### src/rtl/pipelined_barrel_shifter_if.sv
// ---------------------------------------------------------------------------
// pipelined_barrel_shifter_if
// Handshake bundle for the pipelined barrel shifter.
//   in_valid/in_ready   : upstream operation handshake
//   in_data/in_shamt    : operand and shift amount (0..WIDTH-1)
//   in_op               : 00 SRL, 01 SRA, 10 SLL, 11 ROR
//   in_tag              : opaque sideband tag, returned with the result
//   out_valid/out_ready : downstream result handshake
//   out_data/out_tag    : shifted result and its tag
//   out_zero/out_carry  : result flags, present only with SHIFTER_FLAGS_EN
// Modports: master = operand source / result sink, slave = the shifter.
// ---------------------------------------------------------------------------
interface pipelined_barrel_shifter_if #(
    parameter int WIDTH = 32,
    parameter int TAG_W = 4
);
    localparam int SHW = $clog2(WIDTH);

    logic             in_valid;
    logic             in_ready;
    logic [WIDTH-1:0] in_data;
    logic [SHW-1:0]   in_shamt;
    logic [1:0]       in_op;
    logic [TAG_W-1:0] in_tag;
    logic             out_valid;
    logic             out_ready;
    logic [WIDTH-1:0] out_data;
    logic [TAG_W-1:0] out_tag;
`ifdef SHIFTER_FLAGS_EN
    logic             out_zero;
    logic             out_carry;

    modport master (
        output in_valid, in_data, in_shamt, in_op, in_tag, out_ready,
        input  in_ready, out_valid, out_data, out_tag, out_zero, out_carry
    );
    modport slave (
        input  in_valid, in_data, in_shamt, in_op, in_tag, out_ready,
        output in_ready, out_valid, out_data, out_tag, out_zero, out_carry
    );
`else
    modport master (
        output in_valid, in_data, in_shamt, in_op, in_tag, out_ready,
        input  in_ready, out_valid, out_data, out_tag
    );
    modport slave (
        input  in_valid, in_data, in_shamt, in_op, in_tag, out_ready,
        output in_ready, out_valid, out_data, out_tag
    );
`endif
endinterface

### src/rtl/pipelined_barrel_shifter.sv
// ---------------------------------------------------------------------------
// pipelined_barrel_shifter
// Fully pipelined barrel shifter (SRL/SRA/SLL/ROR) with SHW = log2(WIDTH)
// registered stages, one operation per cycle, valid/ready backpressure,
// flush and a sideband tag.
//   clk   : clock, all state on the rising edge
//   rst   : synchronous active-high reset (drops every in-flight op)
//   flush : synchronous discard of all in-flight ops (rst has priority)
//   bus   : pipelined_barrel_shifter_if.slave (operand in, result out)
// Optional feature macro: SHIFTER_FLAGS_EN adds registered out_zero and
// out_carry (last bit shifted out) on the interface.
// ---------------------------------------------------------------------------
module pipelined_barrel_shifter #(
    parameter int WIDTH = 32,
    parameter int TAG_W = 4
) (
    input  logic                     clk,
    input  logic                     rst,
    input  logic                     flush,
    pipelined_barrel_shifter_if.slave bus
);
    localparam int SHW = $clog2(WIDTH);

    localparam logic [1:0] OP_SRL = 2'b00;
    localparam logic [1:0] OP_SRA = 2'b01;
    localparam logic [1:0] OP_SLL = 2'b10;

    // One partial shift by s; anything not SRL/SRA/SLL is the rotate.
    function automatic logic [WIDTH-1:0] shift_by(input logic [WIDTH-1:0] d,
                                                  input logic [1:0]       op,
                                                  input int unsigned      s);
        logic signed [WIDTH-1:0] ds;
        ds = d;
        case (op)
            OP_SRL:  shift_by = d >> s;
            // Partial arithmetic shifts keep the original sign bit in the
            // MSB, so every later stage sees the operand's original sign.
            OP_SRA:  shift_by = ds >>> s;
            OP_SLL:  shift_by = d << s;
            default: shift_by = (d >> s) | (d << (WIDTH - s));
        endcase
    endfunction

`ifdef SHIFTER_FLAGS_EN
    // Last bit leaving the word for a partial shift by s. Partial shifts
    // compose, so the last applied stage yields the overall carry; for ROR
    // that bit lands in the MSB and stays there through later stages.
    function automatic logic carry_of(input logic [WIDTH-1:0] d,
                                      input logic [1:0]       op,
                                      input int unsigned      s);
        logic [WIDTH-1:0] t;
        if (op == OP_SLL) t = d >> (WIDTH - s);
        else              t = d >> (s - 1);
        carry_of = t[0];
    endfunction
`endif

    // Stage registers. The final stage needs no op/shamt, so those arrays
    // stop one short.
    logic [WIDTH-1:0] data_q  [SHW];
    logic [WIDTH-1:0] data_d  [SHW];
    logic [TAG_W-1:0] tag_q   [SHW];
    logic [TAG_W-1:0] tag_d   [SHW];
    logic [1:0]       op_q    [SHW-1];
    logic [1:0]       op_d    [SHW-1];
    logic [SHW-1:0]   shamt_q [SHW-1];
    logic [SHW-1:0]   shamt_d [SHW-1];
    logic [SHW-1:0]   vld_q;
    logic [SHW-1:0]   vld_d;

    // Inputs feeding each stage: stage 0 from the bus, stage k from k-1.
    logic [WIDTH-1:0] src_data  [SHW];
    logic [TAG_W-1:0] src_tag   [SHW];
    logic [1:0]       src_op    [SHW];
    logic [SHW-1:0]   src_shamt [SHW];
    logic [SHW-1:0]   src_vld;
    logic             adv;

    assign adv          = ~vld_q[SHW-1] | bus.out_ready;
    assign bus.in_ready = adv;

    always_comb begin
        src_data  = '{default: '0};
        src_tag   = '{default: '0};
        src_op    = '{default: '0};
        src_shamt = '{default: '0};
        src_data[0]  = bus.in_data;
        src_tag[0]   = bus.in_tag;
        src_op[0]    = bus.in_op;
        src_shamt[0] = bus.in_shamt;
        for (int k = 1; k < SHW; k++) begin
            src_data[k]  = data_q[k-1];
            src_tag[k]   = tag_q[k-1];
            src_op[k]    = op_q[k-1];
            src_shamt[k] = shamt_q[k-1];
        end
        // An input offered during flush is dropped although in_ready is 1.
        src_vld = {vld_q[SHW-2:0], bus.in_valid & adv & ~flush};
    end

    // The shamt travels left-shifted by one per stage, so stage k always
    // tests the MSB, which holds original bit SHW-1-k (weight 2^(SHW-1-k)).
    always_comb begin
        data_d  = data_q;
        tag_d   = tag_q;
        op_d    = op_q;
        shamt_d = shamt_q;
        vld_d   = vld_q;
        if (adv) begin
            vld_d = src_vld;
            for (int k = 0; k < SHW; k++) begin
                data_d[k] = src_shamt[k][SHW-1]
                          ? shift_by(src_data[k], src_op[k], 1 << (SHW - 1 - k))
                          : src_data[k];
                tag_d[k]  = src_tag[k];
            end
            for (int k = 0; k < SHW - 1; k++) begin
                op_d[k]    = src_op[k];
                shamt_d[k] = src_shamt[k] << 1;
            end
        end
        if (flush) vld_d = '0;
    end

    // ---- stage registers (stage 0 .. SHW-1) ----
    always_ff @(posedge clk) begin
        data_q  <= data_d;
        tag_q   <= tag_d;
        op_q    <= op_d;
        shamt_q <= shamt_d;
        if (rst) begin
            vld_q          <= '0;
            data_q[SHW-1]  <= '0;
            tag_q[SHW-1]   <= '0;
        end else begin
            vld_q <= vld_d;
        end
    end

    assign bus.out_valid = vld_q[SHW-1];
    assign bus.out_data  = data_q[SHW-1];
    assign bus.out_tag   = tag_q[SHW-1];

`ifdef SHIFTER_FLAGS_EN
    logic src_carry [SHW];
    logic carry_q   [SHW];
    logic carry_d   [SHW];
    logic zero_q;
    logic zero_d;

    always_comb begin
        src_carry    = '{default: 1'b0};
        src_carry[0] = 1'b0;
        for (int k = 1; k < SHW; k++) src_carry[k] = carry_q[k-1];
    end

    always_comb begin
        carry_d = carry_q;
        if (adv) begin
            for (int k = 0; k < SHW; k++) begin
                carry_d[k] = src_shamt[k][SHW-1]
                           ? carry_of(src_data[k], src_op[k], 1 << (SHW - 1 - k))
                           : src_carry[k];
            end
        end
        // Follows data_d, so it holds with the data under stall.
        zero_d = (data_d[SHW-1] == '0);
    end

    // ---- flag registers, aligned with the final stage ----
    always_ff @(posedge clk) begin
        carry_q <= carry_d;
        zero_q  <= zero_d;
        if (rst) begin
            carry_q[SHW-1] <= 1'b0;
            zero_q         <= 1'b0;
        end
    end

    assign bus.out_carry = carry_q[SHW-1];
    assign bus.out_zero  = zero_q;
`endif

endmodule

### src/flat_wrapper.sv
// flat-port wrapper written by rule: the top's interface ports become plain ports
module pipelined_barrel_shifter_flat 
#(
    parameter int WIDTH = 32,
    parameter int TAG_W = 4
)
  (clk, rst, flush, bus_in_valid, bus_in_data, bus_in_shamt, bus_in_op, bus_in_tag, bus_out_ready, bus_in_ready, bus_out_valid, bus_out_data, bus_out_tag);
  pipelined_barrel_shifter_if #(.WIDTH(WIDTH), .TAG_W(TAG_W)) bus_i ();
  input  logic clk;
  input  logic rst;
  input  logic flush;
  input wire logic [$bits(bus_i.in_valid)-1:0] bus_in_valid;
  input wire logic [$bits(bus_i.in_data)-1:0] bus_in_data;
  input wire logic [$bits(bus_i.in_shamt)-1:0] bus_in_shamt;
  input wire logic [$bits(bus_i.in_op)-1:0] bus_in_op;
  input wire logic [$bits(bus_i.in_tag)-1:0] bus_in_tag;
  input wire logic [$bits(bus_i.out_ready)-1:0] bus_out_ready;
  output wire logic [$bits(bus_i.in_ready)-1:0] bus_in_ready;
  output wire logic [$bits(bus_i.out_valid)-1:0] bus_out_valid;
  output wire logic [$bits(bus_i.out_data)-1:0] bus_out_data;
  output wire logic [$bits(bus_i.out_tag)-1:0] bus_out_tag;
  assign bus_i.in_valid = bus_in_valid;
  assign bus_i.in_data = bus_in_data;
  assign bus_i.in_shamt = bus_in_shamt;
  assign bus_i.in_op = bus_in_op;
  assign bus_i.in_tag = bus_in_tag;
  assign bus_i.out_ready = bus_out_ready;
  assign bus_in_ready = bus_i.in_ready;
  assign bus_out_valid = bus_i.out_valid;
  assign bus_out_data = bus_i.out_data;
  assign bus_out_tag = bus_i.out_tag;
  pipelined_barrel_shifter #(.WIDTH(WIDTH), .TAG_W(TAG_W)) u_core (.clk(clk), .rst(rst), .flush(flush), .bus(bus_i));
endmodule
### config.mk
export PLATFORM = sky130hd
export DESIGN_NAME = pipelined_barrel_shifter_flat
export DESIGN_NICKNAME = d
export VERILOG_FILES = /design/src/rtl/pipelined_barrel_shifter_if.sv /design/src/rtl/pipelined_barrel_shifter.sv /design/src/flat_wrapper.sv
export SDC_FILE = /design/constraint.sdc
export NUM_CORES = 1
export LEC_CHECK = 0
export ABC_AREA = 1
export CAP_MARGIN = 20
export CELL_PAD_IN_SITES_DETAIL_PLACEMENT = 1
export CELL_PAD_IN_SITES_GLOBAL_PLACEMENT = 1
export CORE_MARGIN = 2
export CORE_UTILIZATION = 40
export CTS_CLUSTER_SIZE = 40
export DETAILED_ROUTE_END_ITERATION = 10
export PLACE_DENSITY = 0.78
export SYNTH_ARGS = -nofsm -noshare
export SYNTH_HDL_FRONTEND = slang
export SYNTH_SLANG_ARGS = --single-unit
### constraint.sdc
create_clock -name clk -period 3.4 [get_ports clk]
set_input_delay 0.51 -clock clk [delete_from_list [all_inputs] [get_ports clk]]
set_output_delay 0.51 -clock clk [all_outputs]
set_load 0.02 [all_outputs]
== Word-level counts from Yosys, hierarchy flattened ==
Cells that the tools add are included.
Word-level totals
  bits of input ports: 48
  bits in registers: 203
  output and inout bits: 38
Cells by class
  reductions and logical operators: 6
  multiplexer cells: 10
  equality and inequality tests: 10
  bitwise logic cells: 10
Operators with widths (count)
  one-hot mux 32 bit (3 select lines): 5
  2-to-1 mux 32 bit: 5
  OR 16 x 32 -> 32 bit: 1
  OR 24 x 32 -> 32 bit: 1
  OR 28 x 32 -> 32 bit: 1
  OR 30 x 32 -> 32 bit: 1
  OR 31 x 32 -> 32 bit: 1
  == test 2 x 1 -> 1 bit, second input constant: 5
  == test 2 bit, second input constant: 5
  logical NOT 2 bit: 5
  AND 1 bit: 2
  inverter 1 bit: 2
  OR reduction 2 bit: 1
  OR 1 bit: 1

== Logic depth before layout (Yosys ltp) ==
  depth in word-level cells: 4
  mapped depth: 7

== Least setup slack after synthesis ==
OpenSTA, ideal clock, no wires.
  path kind: in2out
  start: input port bus_out_ready
  end: output port bus_in_ready
  path buffers: 1
  slack: 134 ps
  arrival: 2756 ps
  stages: 3
  path through: nor2_4 inv_2 buf_2
On the way
  word-level cells in the longest chain between the ends: 1
RTL lines
  start, declared: RTL line flat_wrapper.sv:17  | input wire logic [$bits(bus_i.out_ready)-1:0] bus_out_ready;
  OR 1 bit: RTL line pipelined_barrel_shifter.sv:79  | assign adv = ~vld_q[SHW-1] | bus.out_ready;
  end, declared: RTL line flat_wrapper.sv:18  | output wire logic [$bits(bus_i.in_ready)-1:0] bus_in_ready;
Every way passes these cells.

== Final worst setup path ==
Ends and elaborated chain as after synthesis.

==> impl_summary.log <==
[metrics] status: completed
[metrics] drt initial violations: around 480
[metrics] class of the most critical hold timing path: reg2reg
[metrics] vias in the first global route: around 7500
[metrics] pin count of the biggest net entering global routing: about 120
[metrics] Max Cap Violations: 0
[metrics] final antenna diode count: 0
[metrics] post-cts resize count: 0
[metrics] worst clock skew on the final layout: 28.8 ps
[metrics] dominant combinational cell family by area after synthesis: compound AO/OA/AOI/OAI gates
[metrics] crit path buf inv count: 3
[metrics] final cell area excluding filler cells: about 11000 sq um
[metrics] Tightest Pin Transition: about 960 ps
[metrics] number of slew-limit violations in the final report: 0
[metrics] HPWL after detailed placement: between 15000 and 20000 um
[metrics] number of setup violations in the final report: 0
[metrics] Worst path max stage delay: between 600 and 700 ps
[metrics] Sequential cell area: about 5700 sq um
[metrics] number of buffers on the longest clock path: 3
[metrics] data arrival time at the worst-slack endpoint: slightly below 2000 ps
[metrics] share of the synthesized area in compound gates (AO/OA/AOI/OAI): about 22%
[metrics] multiplexer fraction of the synthesized cell area: 0%
[metrics] CORE AREA: approximately 24000 sq um
[metrics] CTS Root Cell: clkbuf_16
[metrics] crit-path cells: clkdlybuf4s50_1 -> nor2_4 -> inv_8 -> clkdlybuf4s50_1
[metrics] leftover overflow at the end of global routing: 0
[metrics] number of primary I/O pins: 86
[metrics] TritonRoute pass-1 iters: 5
[metrics] share of synthesized cell area in full adder, half adder and majority cells: 0%
[metrics] post-placement cell area: about 11000 sq um
[metrics] fraction of layout cells with a size suffix above 1: 6.93%
[metrics] clock tree from TritonCTS: done
[metrics] Routed Wire Length: 22700 um
[metrics] average wire per standard cell: 16.2 um
[metrics] post-synthesis simple-gate area fraction: 9.04%
[metrics] overall routing resource usage: between 10% and 20%
[metrics] total setup buffers inserted after CTS: 0
[metrics] largest voltage drop on the vdd net: 0.316 mV
[metrics] worst max-slew margin expressed relative to the limit: a little over a third
[metrics] Placement Rows: 57
[metrics] total negative slack: 0 ps
[metrics] Worst path slowest cell: clkdlybuf4s50_1
[metrics] total via count after detailed routing: 7333
[metrics] power density normalized to cell area: 561 nW/um^2
[metrics] post-synthesis sequential element count: between 200 and 250
[metrics] start-to-end type of the worst setup path: in2out
[metrics] total of warnings raised by yosys: 0
[metrics] via density per instance: 5.21
[metrics] global-route wire length before repair: between 30000 and 40000 um
[metrics] CTS clk-pin slew, worst paths: ~60 ps
[metrics] register-to-register setup slack: approximately 1500 ps
[metrics] kind of cell adding the most delay to the critical path: buffers and inverters
[metrics] RSZ-0062 raised after global routing: false
[metrics] Worst EP required: 2890 ps
[metrics] Starting Density: approximately two fifths
[metrics] xor-xnor portion of the synthesized cell area: 0%
[metrics] count of different cell masters after synthesis: 25
[metrics] number of clock buffers inserted by TritonCTS: 24
[metrics] insertion delay to the later sink of the worst-skew pair: roughly 520 ps
[metrics] Power Total: 6.33 mW
[metrics] number of nets at the end of the flow: roughly 1100
[metrics] synthesized cell area: between 9000 and 10000 sq um
[metrics] Filler Cells Inserted: roughly 2800
[metrics] kind of start point of the critical path: input port
[metrics] final estimated routing congestion in global placement: 0.837
[metrics] critical path's most frequent cell: clkdlybuf4s50_1
[metrics] Final Util: between 40% and 50%
[metrics] Sink Count: ~200
[metrics] area of the multi-input gates: roughly 3000 sq um
[metrics] Post-route DRC: 0
[metrics] area growth from synthesis to final layout: 16.2%
[metrics] floorplan die area: 25500 sq um
[metrics] element type at the critical path end: output pin
[metrics] Die Y: 160 um
[metrics] timing-limited maximum frequency: 402 MHz
[metrics] Avg Cell Area, Syn: around 9.3 sq um
[metrics] CTS H-Tree Depth: 1
[metrics] number of instances in the synthesized netlist: 1039
[metrics] Port Buffer Count: 85
[metrics] maximum fanout count along the critical path: 59
[metrics] Final period util: 73.2%
[metrics] initial antenna violation count: 0
[metrics] antenna-violating nets left: 0
[metrics] final critical-path required period: approximately 2500 ps
[metrics] count of final hold-check violations: 0
[metrics] Leakage Power: 4.34 nW
[metrics] die extent in x: ~160 um
[metrics] Net Count, Synth: 1087
[metrics] hold-fix buffers at CTS: 0
[metrics] part of the Yosys area used for sequential elements: a little under 60%
[sequential cells by signal, summed over array words and instances (netlist names)]
register,count
u_core.data_q,128
u_core.op_q,8
u_core.src_tag,16
u_core.vld_q,5
u_core.bus.out_data,32
u_core.bus.out_tag,4
u_core.shamt_q,10
[metal layers]
layer | share of wire, % | wire (um) | GRT usage [%] | vias up
met5 | 0 | 0 | 0 | -
met4 | 2.3 | 533 | 5.49 | 0
met3 | 3.7 | 848 | 2.60 | 38
met2 | 50 | 11300 | 32.0 | 140
met1 | 44 | 10100 | 22.1 | 3555
li1 | - | - | - | 3600
[metrics by stage]
stage               std cells  hold WS, ps  setup WS, ps
floorplan                1039          400           134
global placement         1363          401           895
detailed placement       1363          406           841
finish                   1407          418           911
global route             1407          424           829
CTS                      1407          420           893
[synthesized netlist by cell type]
master | count | share of area, %
a21oi_1 | 93 | 4.8
nand2_2 | 1 | 0.064
edfxtp_1 | 162 | 50
nand2_1 | 113 | 4.4
o22a_1 | 16 | 1.4
buf_1 | 1 | 0.039
dfxtp_1 | 41 | 8.5
o21ai_0 | 192 | 9.9
a211oi_1 | 1 | 0.077
buf_4 | 32 | 2.5
inv_2 | 10 | 0.39
nor2_2 | 3 | 0.19
inv_1 | 115 | 4.4
nand3_2 | 10 | 1.0
o21ai_1 | 88 | 4.5
or2_1 | 1 | 0.064
nor2_4 | 1 | 0.12
nand3_1 | 11 | 0.57
buf_6 | 4 | 0.46
a31oi_1 | 13 | 0.84
clkinv_1 | 1 | 0.039
nor2_1 | 68 | 2.6
clkbuf_1 | 31 | 1.2
a31oi_2 | 2 | 0.26
buf_2 | 29 | 1.5
[final cells by class]
class / count / area share [%]
Clock buffer: 31 / 5.93
Clock inverter: 13 / 0.799
Inverter: 126 / 4.26
Multi-Input combinational cell: 613 / 26.6
Sequential cell: 203 / 50.4
Tap cell: 324 / 3.60
Timing Repair Buffer: 97 / 8.41
[path summary, 6_finish.rpt]
path,from,to,cells past startpoint
worst min register to register,u_core.src_tag[11],u_core.src_tag[7],0
worst max register to register,u_core.vld_q[4],u_core.bus.out_data[18],7
worst max-delay path,bus_out_ready,bus_in_ready,4
worst min-delay path,u_core.src_tag[11],u_core.src_tag[7],0
[power breakdown]
part           total [mW]  switching (mW)  internal, mW
clock                2.48            1.02          1.46
sequential           3.13           0.168          2.96
combinational       0.718           0.427         0.291
total                6.33            1.62          4.71
[cell families (layout without fill, tap and decap cells)]
group | after synthesis | in the layout
and+or+nand+nor | 208 | 208
DFF | 203 | 203
buffers and inverters | 223 | 267
AOI/OAI and AO/OA | 405 | 405
[layout by cell type (no fill, tap or decap), types with 3 or more instances in the layout]
cell type / count
nand3_1: 11
a31oi_1: 13
o21ai_0: 192
inv_1: 115
nor2_1: 68
inv_2: 9
clkdlybuf4s50_1: 84
nand3_2: 10
clkbuf_1: 4
o22a_1: 16
dfxtp_1: 41
edfxtp_1: 162
buf_4: 11
nand2_1: 113
o21ai_1: 88
clkinv_1: 6
clkinv_2: 5
nor2_2: 3
clkbuf_16: 25
a21oi_1: 93
No activity file was read; power rests on OpenSTA's default activity.
